$ cat config.mk
export PLATFORM = sky130hd
export DESIGN_NAME = muldiv_iter_unit
export DESIGN_NICKNAME = d
export VERILOG_FILES = /design/src/rtl/muldiv_iter_unit.sv
export SDC_FILE = /design/constraint.sdc
export NUM_CORES = 1
export LEC_CHECK = 0
export ABC_AREA = 1
export BUFFER_PORTS_ARGS = -buffer_cell sky130_fd_sc_hd__buf_4
export CAP_MARGIN = 10
export CORE_ASPECT_RATIO = 0.5
export CORE_UTILIZATION = 35
export DETAILED_ROUTE_END_ITERATION = 12
export HOLD_SLACK_MARGIN = 0.15
export PLACE_DENSITY = 0.63
export RECOVER_POWER = 50
export SYNTH_ARGS = -nofsm -noshare
export SYNTH_HDL_FRONTEND = slang
export SYNTH_SLANG_ARGS = --single-unit
$ cat constraint.sdc
create_clock -name clk -period 3.05 [get_ports clk]
set_clock_uncertainty 0.1 [all_clocks]
set_input_delay 0.1525 -clock clk [delete_from_list [all_inputs] [get_ports clk]]
set_output_delay 0.1525 -clock clk [all_outputs]
set_load 0.01 [all_outputs]
$ cat src/rtl/muldiv_iter_unit.sv
// Iterative shift-add multiply / restoring divide, one bit per cycle.
// MULDIV_SIGNED_EN adds signed operation selected by op[2].
module muldiv_iter_unit #(
   parameter int DATA_WIDTH    = 32,
   parameter int ADDRESS_WIDTH = 5
) (
   input  logic                     clk,
   input  logic                     rst,
   input  logic                     start,
   input  logic [2:0]               op,
   input  logic [DATA_WIDTH-1:0]    src_a,
   input  logic [DATA_WIDTH-1:0]    src_b,
   input  logic [ADDRESS_WIDTH-1:0] dest,
   output logic                     busy,
   output logic                     res_wrt_en,
   output logic [ADDRESS_WIDTH-1:0] res_dest,
   output logic [DATA_WIDTH-1:0]    res_data
);

   localparam int W  = DATA_WIDTH;
   localparam int CW = $clog2(DATA_WIDTH);

   typedef enum logic [1:0] {IDLE, CALC, DONE} state_t;

   state_t                   state_q, state_d;
   logic [CW-1:0]            cnt_q, cnt_d;
   logic [1:0]               op_q, op_d;
   logic [ADDRESS_WIDTH-1:0] dest_q, dest_d;
   logic [W-1:0]             b_q, b_d;
   logic [2*W-1:0]           prod_q, prod_d;
   logic [W:0]               rem_q, rem_d;
   logic [W-1:0]             quo_q, quo_d;
   logic                     busy_q, busy_d;
   logic                     wrt_en_q, wrt_en_d;
   logic [ADDRESS_WIDTH-1:0] res_dest_q, res_dest_d;
   logic [W-1:0]             res_data_q, res_data_d;

   logic                     accept;
   logic [W-1:0]             a_mag, b_mag;
   logic [W:0]               mul_sum;
   logic [W:0]               div_sh;
   logic [W+1:0]             div_diff;
   logic [2*W-1:0]           prod_res;
   logic [W-1:0]             quo_res, rem_res;
   logic                     unused_rem_msb;

`ifdef MULDIV_SIGNED_EN
   logic sa, sb;
   logic qneg_q, qneg_d, rneg_q, rneg_d;

   assign sa       = op[2] & src_a[W-1];
   assign sb       = op[2] & src_b[W-1];
   assign a_mag    = sa ? -src_a : src_a;
   assign b_mag    = sb ? -src_b : src_b;
   assign prod_res = qneg_q ? -prod_q : prod_q;
   assign quo_res  = qneg_q ? -quo_q : quo_q;
   assign rem_res  = rneg_q ? -rem_q[W-1:0] : rem_q[W-1:0];
`else
   logic unused_op2;

   assign unused_op2 = op[2];
   assign a_mag      = src_a;
   assign b_mag      = src_b;
   assign prod_res   = prod_q;
   assign quo_res    = quo_q;
   assign rem_res    = rem_q[W-1:0];
`endif

   // The write-back cycle is already IDLE but busy is still high, so
   // gating on busy_q keeps start ignored there as well.
   assign accept         = start & (state_q == IDLE) & ~busy_q;
   assign unused_rem_msb = rem_q[W];

   assign mul_sum  = {1'b0, prod_q[2*W-1:W]} + {1'b0, b_q};
   assign div_sh   = {rem_q[W-1:0], quo_q[W-1]};
   assign div_diff = {1'b0, div_sh} - {2'b00, b_q};

   always_comb begin
      state_d    = state_q;
      cnt_d      = cnt_q;
      op_d       = op_q;
      dest_d     = dest_q;
      b_d        = b_q;
      prod_d     = prod_q;
      rem_d      = rem_q;
      quo_d      = quo_q;
      busy_d     = accept | (state_q != IDLE);
      wrt_en_d   = 1'b0;
      res_dest_d = res_dest_q;
      res_data_d = res_data_q;
`ifdef MULDIV_SIGNED_EN
      qneg_d     = qneg_q;
      rneg_d     = rneg_q;
`endif
      unique case (state_q)
         IDLE: begin
            if (accept) begin
               state_d = CALC;
               cnt_d   = '0;
               op_d    = op[1:0];
               dest_d  = dest;
               b_d     = b_mag;
               prod_d  = {{W{1'b0}}, a_mag};
               rem_d   = '0;
               quo_d   = a_mag;
`ifdef MULDIV_SIGNED_EN
               qneg_d  = (sa ^ sb) & (|src_b);
               rneg_d  = sa;
`endif
            end
         end
         CALC: begin
            cnt_d = cnt_q + CW'(1);
            if (!op_q[1]) begin
               prod_d = prod_q[0] ? {mul_sum, prod_q[W-1:1]}
                                  : {1'b0, prod_q[2*W-1:1]};
            end else if (!div_diff[W+1]) begin
               rem_d = div_diff[W:0];
               quo_d = {quo_q[W-2:0], 1'b1};
            end else begin
               rem_d = div_sh;
               quo_d = {quo_q[W-2:0], 1'b0};
            end
            if (cnt_q == CW'(W-1)) state_d = DONE;
         end
         DONE: begin
            state_d    = IDLE;
            wrt_en_d   = 1'b1;
            res_dest_d = dest_q;
            unique case (op_q)
               2'b00:   res_data_d = prod_res[W-1:0];
               2'b01:   res_data_d = prod_res[2*W-1:W];
               2'b10:   res_data_d = quo_res;
               default: res_data_d = rem_res;
            endcase
         end
         default: state_d = IDLE;
      endcase
   end

   always_ff @(posedge clk) begin
      if (rst) begin
         state_q    <= IDLE;
         cnt_q      <= '0;
         op_q       <= '0;
         dest_q     <= '0;
         b_q        <= '0;
         prod_q     <= '0;
         rem_q      <= '0;
         quo_q      <= '0;
         busy_q     <= 1'b0;
         wrt_en_q   <= 1'b0;
         res_dest_q <= '0;
         res_data_q <= '0;
`ifdef MULDIV_SIGNED_EN
         qneg_q     <= 1'b0;
         rneg_q     <= 1'b0;
`endif
      end else begin
         state_q    <= state_d;
         cnt_q      <= cnt_d;
         op_q       <= op_d;
         dest_q     <= dest_d;
         b_q        <= b_d;
         prod_q     <= prod_d;
         rem_q      <= rem_d;
         quo_q      <= quo_d;
         busy_q     <= busy_d;
         wrt_en_q   <= wrt_en_d;
         res_dest_q <= res_dest_d;
         res_data_q <= res_data_d;
`ifdef MULDIV_SIGNED_EN
         qneg_q     <= qneg_d;
         rneg_q     <= rneg_d;
`endif
      end
   end

   assign busy       = busy_q;
   assign res_wrt_en = wrt_en_q;
   assign res_dest   = res_dest_q;
   assign res_data   = res_data_q;

endmodule

==> results of run 1 <==
-- cell type report --
class | instances | area [µm²] | share of cell area
Antenna cell | 2 | 5.00 | 0.000305
Clock buffer | 29 | 638 | 0.0389
Clock inverter | 9 | 104 | 0.00633
Inverter | 309 | 1160 | 0.0707
Multi-Input combinational cell | 1600 | 7970 | 0.486
Sequential cell | 213 | 4260 | 0.260
Tap cell | 520 | 651 | 0.0396
Timing Repair Buffer | 211 | 1620 | 0.0988
-- through the flow --
| stage | area [µm²] | instances |
|---|---|---|
| 2_1_floorplan | 13800 | 2224 |
| 3_3_place_gp | 15100 | 2781 |
| 3_5_place_dp | 15100 | 2781 |
| 4_1_cts | 16600 | 2891 |
| 5_1_grt | 16400 | 2893 |
| 6_report | 16400 | 2893 |
-- cell usage after synthesis, drive strengths merged --
| cell type | n | area share |
|---|---|---|
| and2 | 5 | 0.0023 |
| ha | 66 | 0.060 |
| o221ai | 7 | 0.0044 |
| nand3 | 113 | 0.041 |
| xor2 | 15 | 0.0095 |
| clkbuf | 78 | 0.021 |
| dfxtp | 213 | 0.31 |
| inv | 306 | 0.083 |
| a221oi | 18 | 0.011 |
| nand3b | 28 | 0.015 |
| buf | 24 | 0.0090 |
| o211ai | 3 | 0.0016 |
| o22ai | 6 | 0.0027 |
| nor3b | 1 | 0.00054 |
| clkinv | 3 | 0.00082 |
| nand2 | 634 | 0.17 |
| xnor2 | 13 | 0.0083 |
| or2 | 1 | 0.00045 |
| a31oi | 57 | 0.026 |
| nand4 | 13 | 0.0059 |
| o21bai | 6 | 0.0033 |
| nor2 | 176 | 0.048 |
| a21oi | 214 | 0.078 |
| nor3 | 12 | 0.0044 |
| fa | 2 | 0.0029 |
| and3 | 1 | 0.00045 |
| o21ai | 205 | 0.074 |
| nor4 | 4 | 0.0029 |
-- where the power goes --
part           total, mW  switching, mW  internal [mW]
Combinational       1.83           1.22          0.609
Clock               2.86           1.21           1.65
Sequential          3.14          0.165           2.97
Total               7.83           2.60           5.23
-- registers in the layout, summed over array words and instances, names as in the netlist, 5 cells and up --
| signal | flops |
|---|---|
| rem_q | 32 |
| quo_q | 32 |
| dest_q | 5 |
| res_dest | 5 |
| prod_q | 64 |
| b_q | 32 |
| res_data | 32 |
| cnt_q | 5 |
-- worst reg2reg max path, delay by kind of cell, from the launching register on --
family / cells / cell delay [ns]
buf+inv: 2 / 0.41
flops: 1 / 0.45
fa+ha+maj: 1 / 0.37
compound gates: 1 / 0.07
simple gates: 10 / 1.18
-- metal layers --
layer | share of wire | wire length [µm]
met1 | 0.47 | 23400
met2 | 0.43 | 21400
met3 | 0.071 | 3520
met4 | 0.030 | 1500
met5 | 0 | 0
-- logic make-up (layout without fill, tap and decap cells) --
family                   after synthesis  count (layout)  share of synthesized area
AO/OA/AOI/OAI                        516             516                      0.202
XOR/XNOR                              28              28                     0.0178
adder cells (fa/ha/maj)               68              68                     0.0628
buffers and inverters                411             558                      0.114
flip-flops                           213             213                      0.309
other                                  0               2                          0
AND/OR/NAND/NOR                      988             988                      0.294
-- path summary, 6_finish.rpt --
path | startpoint | endpoint
worst max-delay path | b_q[7] | rem_q[6]
worst min register to register | cnt_q[3] | cnt_q[3]
worst min-delay path | start | dest_q[1]
worst max register to register | b_q[7] | rem_q[6]
==> out/qor.csv, run 1 <==
stage;metric;value;unit
status;status;completed;
synthesis;ys_ff_latch;213;
setup_path;r2r_setup_slack;0.30;ns
layout;final_nets;2501;
setup_path;crit_slowest_cell;dfxtp_1;
drt;postRouteWirelength;49800;µm
synthesis;synth_warnings;0;
synthesis;synthesis.nets;2367;
synthesis;synth.cell_area;0.0138;mm²
clocking;cts_resized;0;
global_route;grtUsageMet1;0.349;
global_route;grt_pass1_vias;13474;
die;num_io_pins;114;
drt;routedWlPerCell;17.2;µm
clocking;cts_setup_buffers;0;
synthesis;syn_area_per_cell;6.20;µm²
clocking;holdBufCountCts;72;
global_route;top_usage_layer;met2;
global_route;overflow;0;
layout;postLayoutCoreUtil;0.431;
synthesis;ys_seq_area_frac;0.309;
timing;whs;0.202;ns
setup_path;crit_fanout;16;
timing;period_needed;2.75;ns
setup_path;criticalPathCategory;reg -> reg;
drt;drc;0;
power_and_ir_drop;p_total;7.83;mW
clocking;cts.sinks;213;
setup_path;crit_cells;14;
die;fp.dieH;142;µm
timing;worst_slack;0.301;ns
setup_path;crit_buf_inv;2;
run;max_cap_viol_count;0;
synthesis;synthCells;2224;
clocking;clk_latency;0.53;ns
clocking;htreeDepth;1;
layout;layout_common_cells;nand2_1, inv_1, a21oi_1, dfxtp_1, o21ai_0;
timing;setup_viol;0;
timing;tns;0;ns
worst_hold_path;min_path_cells;6;
drt;drt_iter0_drc;1452;
setup_path;cp.arrival;3.01;ns
die;fp.dieW;283;µm
setup_path;crit_path_end_kind;register;
timing;worstMarginPinSlew;1.32;ns
synthesis;synthDistinctLibCells;36;
placed_design;gp_congestion;0.988;
placed_design;dp_slack;0.390;ns
global_route;grt_max_degree;77;
worst_hold_path;min_path_type;in -> reg;
clocking;cts_made_buffers;23;
timing;max_freq;364;MHz
setup_path;cp-start-kind;register;
clocking;cts_buffer_depth;3;
die;fp.dieArea;0.0403;mm²
setup_path;required;3.31;ns
layout;layout_commonest_cell;nand2_1;
layout;n_fill_cell;4037;
global_route;met3_usage;0.0291;
timing;hold_viol;0;
setup_path;cpLargestDelayFamily;simple AND/OR/NAND/NOR gates;
timing;rsz0062_at_grt;no;
global_route;grt_pass1_wl;76000;µm
die;core_region_area;0.0381;mm²
power_and_ir_drop;power.density;477;mW/mm²
timing;timing.slew.headroom;0.122;
setup_path;critPathMaxStageDelay;0.45;ns
drt;first_pass_iters;5;
timing;drv_slew;0;
layout;syn_to_final_growth;19.0;%
layout;drive_gt1_frac;0.0620;
placed_design;hpwl;37200;µm
timing;fin_crit_sh;0.901;
power_and_ir_drop;ir_drop;0.000343;V
drt;vias_per_cell;5.19;
global_route;antenna_found_initial;2;
placed_design;port_buffers;112;
power_and_ir_drop;p_leak;7.54;nW
drt;antenna_left;0;
drt;vias;15008;
clocking;clk_pin_slew;0.07;ns
clocking;cts_tree;yes;
global_route;grt_usage;0.244;
setup_path;crit_path_cell_trace;inv_1 -> ha_1 -> nand2_1 -> nor2_1 -> nand3_1 -> nand3_1 -> nand2_1 -> nand2_1 -> nand2_2 -> nand2_2 -> buf_4 -> nand2_1 -> nand3_1 -> a21oi_1;
die;placementRows;50;
clocking;root_buffer;clkbuf_16;
global_route;met2_usage;0.380;
die;start_util;0.362;
setup_path;reg2regPathDepth;14;
setup_path;crit_top_cell;nand2_1;
Note: power is estimated with default switching activity, not from simulation.
==> inputs of run 2 (changes only) <==
==> constraint.sdc (replaced) <==
create_clock -name clk -period 3.2 [get_ports clk]
set_clock_uncertainty 0.1 [all_clocks]
set_input_delay 0.16 -clock clk [delete_from_list [all_inputs] [get_ports clk]]
set_output_delay 0.16 -clock clk [all_outputs]
set_load 0.01 [all_outputs]
==> out/qor.csv, run 2 (synthesis results as in run 1) <==
stage;metric;value;unit
drt;drc;0;
global_route;grt_usage;0.243;
die;start_util;0.362;
worst_hold_path;min_path_type;in -> reg;
layout;syn_to_final_growth;19.2;%
timing;period_needed;2.88;ns
drt;postRouteWirelength;49800;µm
setup_path;cp-start-kind;register;
layout;drive_gt1_frac;0.0597;
die;placementRows;50;
power_and_ir_drop;power.density;455;mW/mm²
global_route;overflow;0;
timing;max_freq;347;MHz
timing;tns;0;ns
setup_path;critPathMaxStageDelay;0.70;ns
timing;rsz0062_at_grt;no;
timing;timing.slew.headroom;0.0837;
timing;whs;0.262;ns
setup_path;crit_fanout;32;
clocking;root_buffer;clkbuf_16;
clocking;clk_latency;0.54;ns
timing;worstMarginPinSlew;1.37;ns
placed_design;dp_cells;2777;
timing;drv_slew;0;
timing;fin_crit_sh;0.900;
setup_path;crit_path_cell_trace;nor4_4 -> inv_2 -> clkbuf_1 -> o21ai_0 -> nor2_1 -> dlygate4sd3_1;
die;fp.dieH;142;µm
placed_design;hpwl;37400;µm
die;core_region_area;0.0381;mm²
timing;hold_viol;0;
drt;drt_iter0_drc;1344;
clocking;clk_pin_slew;0.07;ns
setup_path;required;3.53;ns
timing;setup_viol;0;
setup_path;criticalPathCategory;reg -> reg;
layout;layout.cells.non_filler;2897;
drt;vias;14968;
setup_path;cp.arrival;3.21;ns
die;num_io_pins;114;
layout;final_nets;2503;
layout;layout_common_cells;nand2_1, inv_1, a21oi_1, dfxtp_1, o21ai_0;
drt;routedWlPerCell;17.2;µm
clocking;cts_made_buffers;23;
placed_design;port_buffers;112;
drt;vias_per_cell;5.17;
clocking;htreeDepth;1;
setup_path;cpLargestDelayFamily;buffers and inverters;
setup_path;crit_buf_inv;3;
layout;diodes;0;
clocking;cts_resized;0;
status;status;completed;
power_and_ir_drop;p_leak;7.56;nW
die;fp.dieArea;0.0403;mm²
die;fp.dieW;283;µm
global_route;grt_pass1_wl;76400;µm
global_route;grt_pass1_vias;13468;
drt;first_pass_iters;6;
layout;largest_register;prod_q;
drt;antenna_left;0;
setup_path;r2r_setup_slack;0.32;ns
global_route;grt_max_degree;88;
layout;largest_reg_flops;64;
clocking;cts_buffer_depth;3;
placed_design;gp_congestion;0.985;
global_route;antenna_found_initial;0;
layout;layout_commonest_cell;nand2_1;
run;max_cap_viol_count;0;
clocking;cts_tree;yes;
clocking;cts.sinks;213;
setup_path;crit_path_end_kind;register;
setup_path;crit_slowest_cell;nor4_4;
power_and_ir_drop;ir_drop;0.000293;V
==> run 2: cell type report <==
cell class,count,area (µm²)
fill,3973,21700
multi-input combinational,1600,7970
sequential,213,4260
timing repair buffer,213,1640
inverter,309,1160
clock buffer,32,669
tap,520,651
clock inverter,10,96.3
==> run 2: report_power, final <==
| group | switching (mW) | internal (mW) |
|---|---|---|
| Combinational | 1.18 | 0.580 |
| Sequential | 0.151 | 2.83 |
| Clock | 1.18 | 1.56 |
==> run 2: what timing repair did <==
action / CTS / global route
setup buffers: 0 / 0
hold buffers: 78 / 0
hold endpoints to repair: 103 / 0
==> run 2: stage by stage <==
step                power [mW]  area (µm²)  utilization  setup WS (ns)
CTS                       7.48       16600        0.437          0.402
detailed placement        4.68       15100        0.396          0.462
global route              7.83       16400        0.432          0.125
floorplan                 4.12       13800            -           1.07
finish                    7.48       16400        0.432          0.319
global placement          4.67       15100        0.396          0.477
==> run 2: final timing paths <==
| check | startpoint | endpoint | cells past startpoint |
|---|---|---|---|
| hold / removal | rst | res_wrt_en | 3 |
| setup / recovery | state_q[1] | op_q[1] | 6 |
| hold reg to reg | cnt_q[4] | cnt_q[4] | 2 |
| setup reg to reg | state_q[1] | op_q[1] | 6 |
==> run 2: tightest hold or removal path, cell delays in order <==
cell    delay [ns]
buf_4         0.12
buf_4         0.35
nor2_1        0.21
==> run 2: routing by layer <==
layer | global-route usage | up-vias | part of all wire
li1 | - | 7509 | -
met5 | 0 | - | 0
met1 | 0.346 | 6889 | 0.47
met2 | 0.384 | 508 | 0.44
met4 | 0.0612 | 0 | 0.025
met3 | 0.0322 | 62 | 0.073
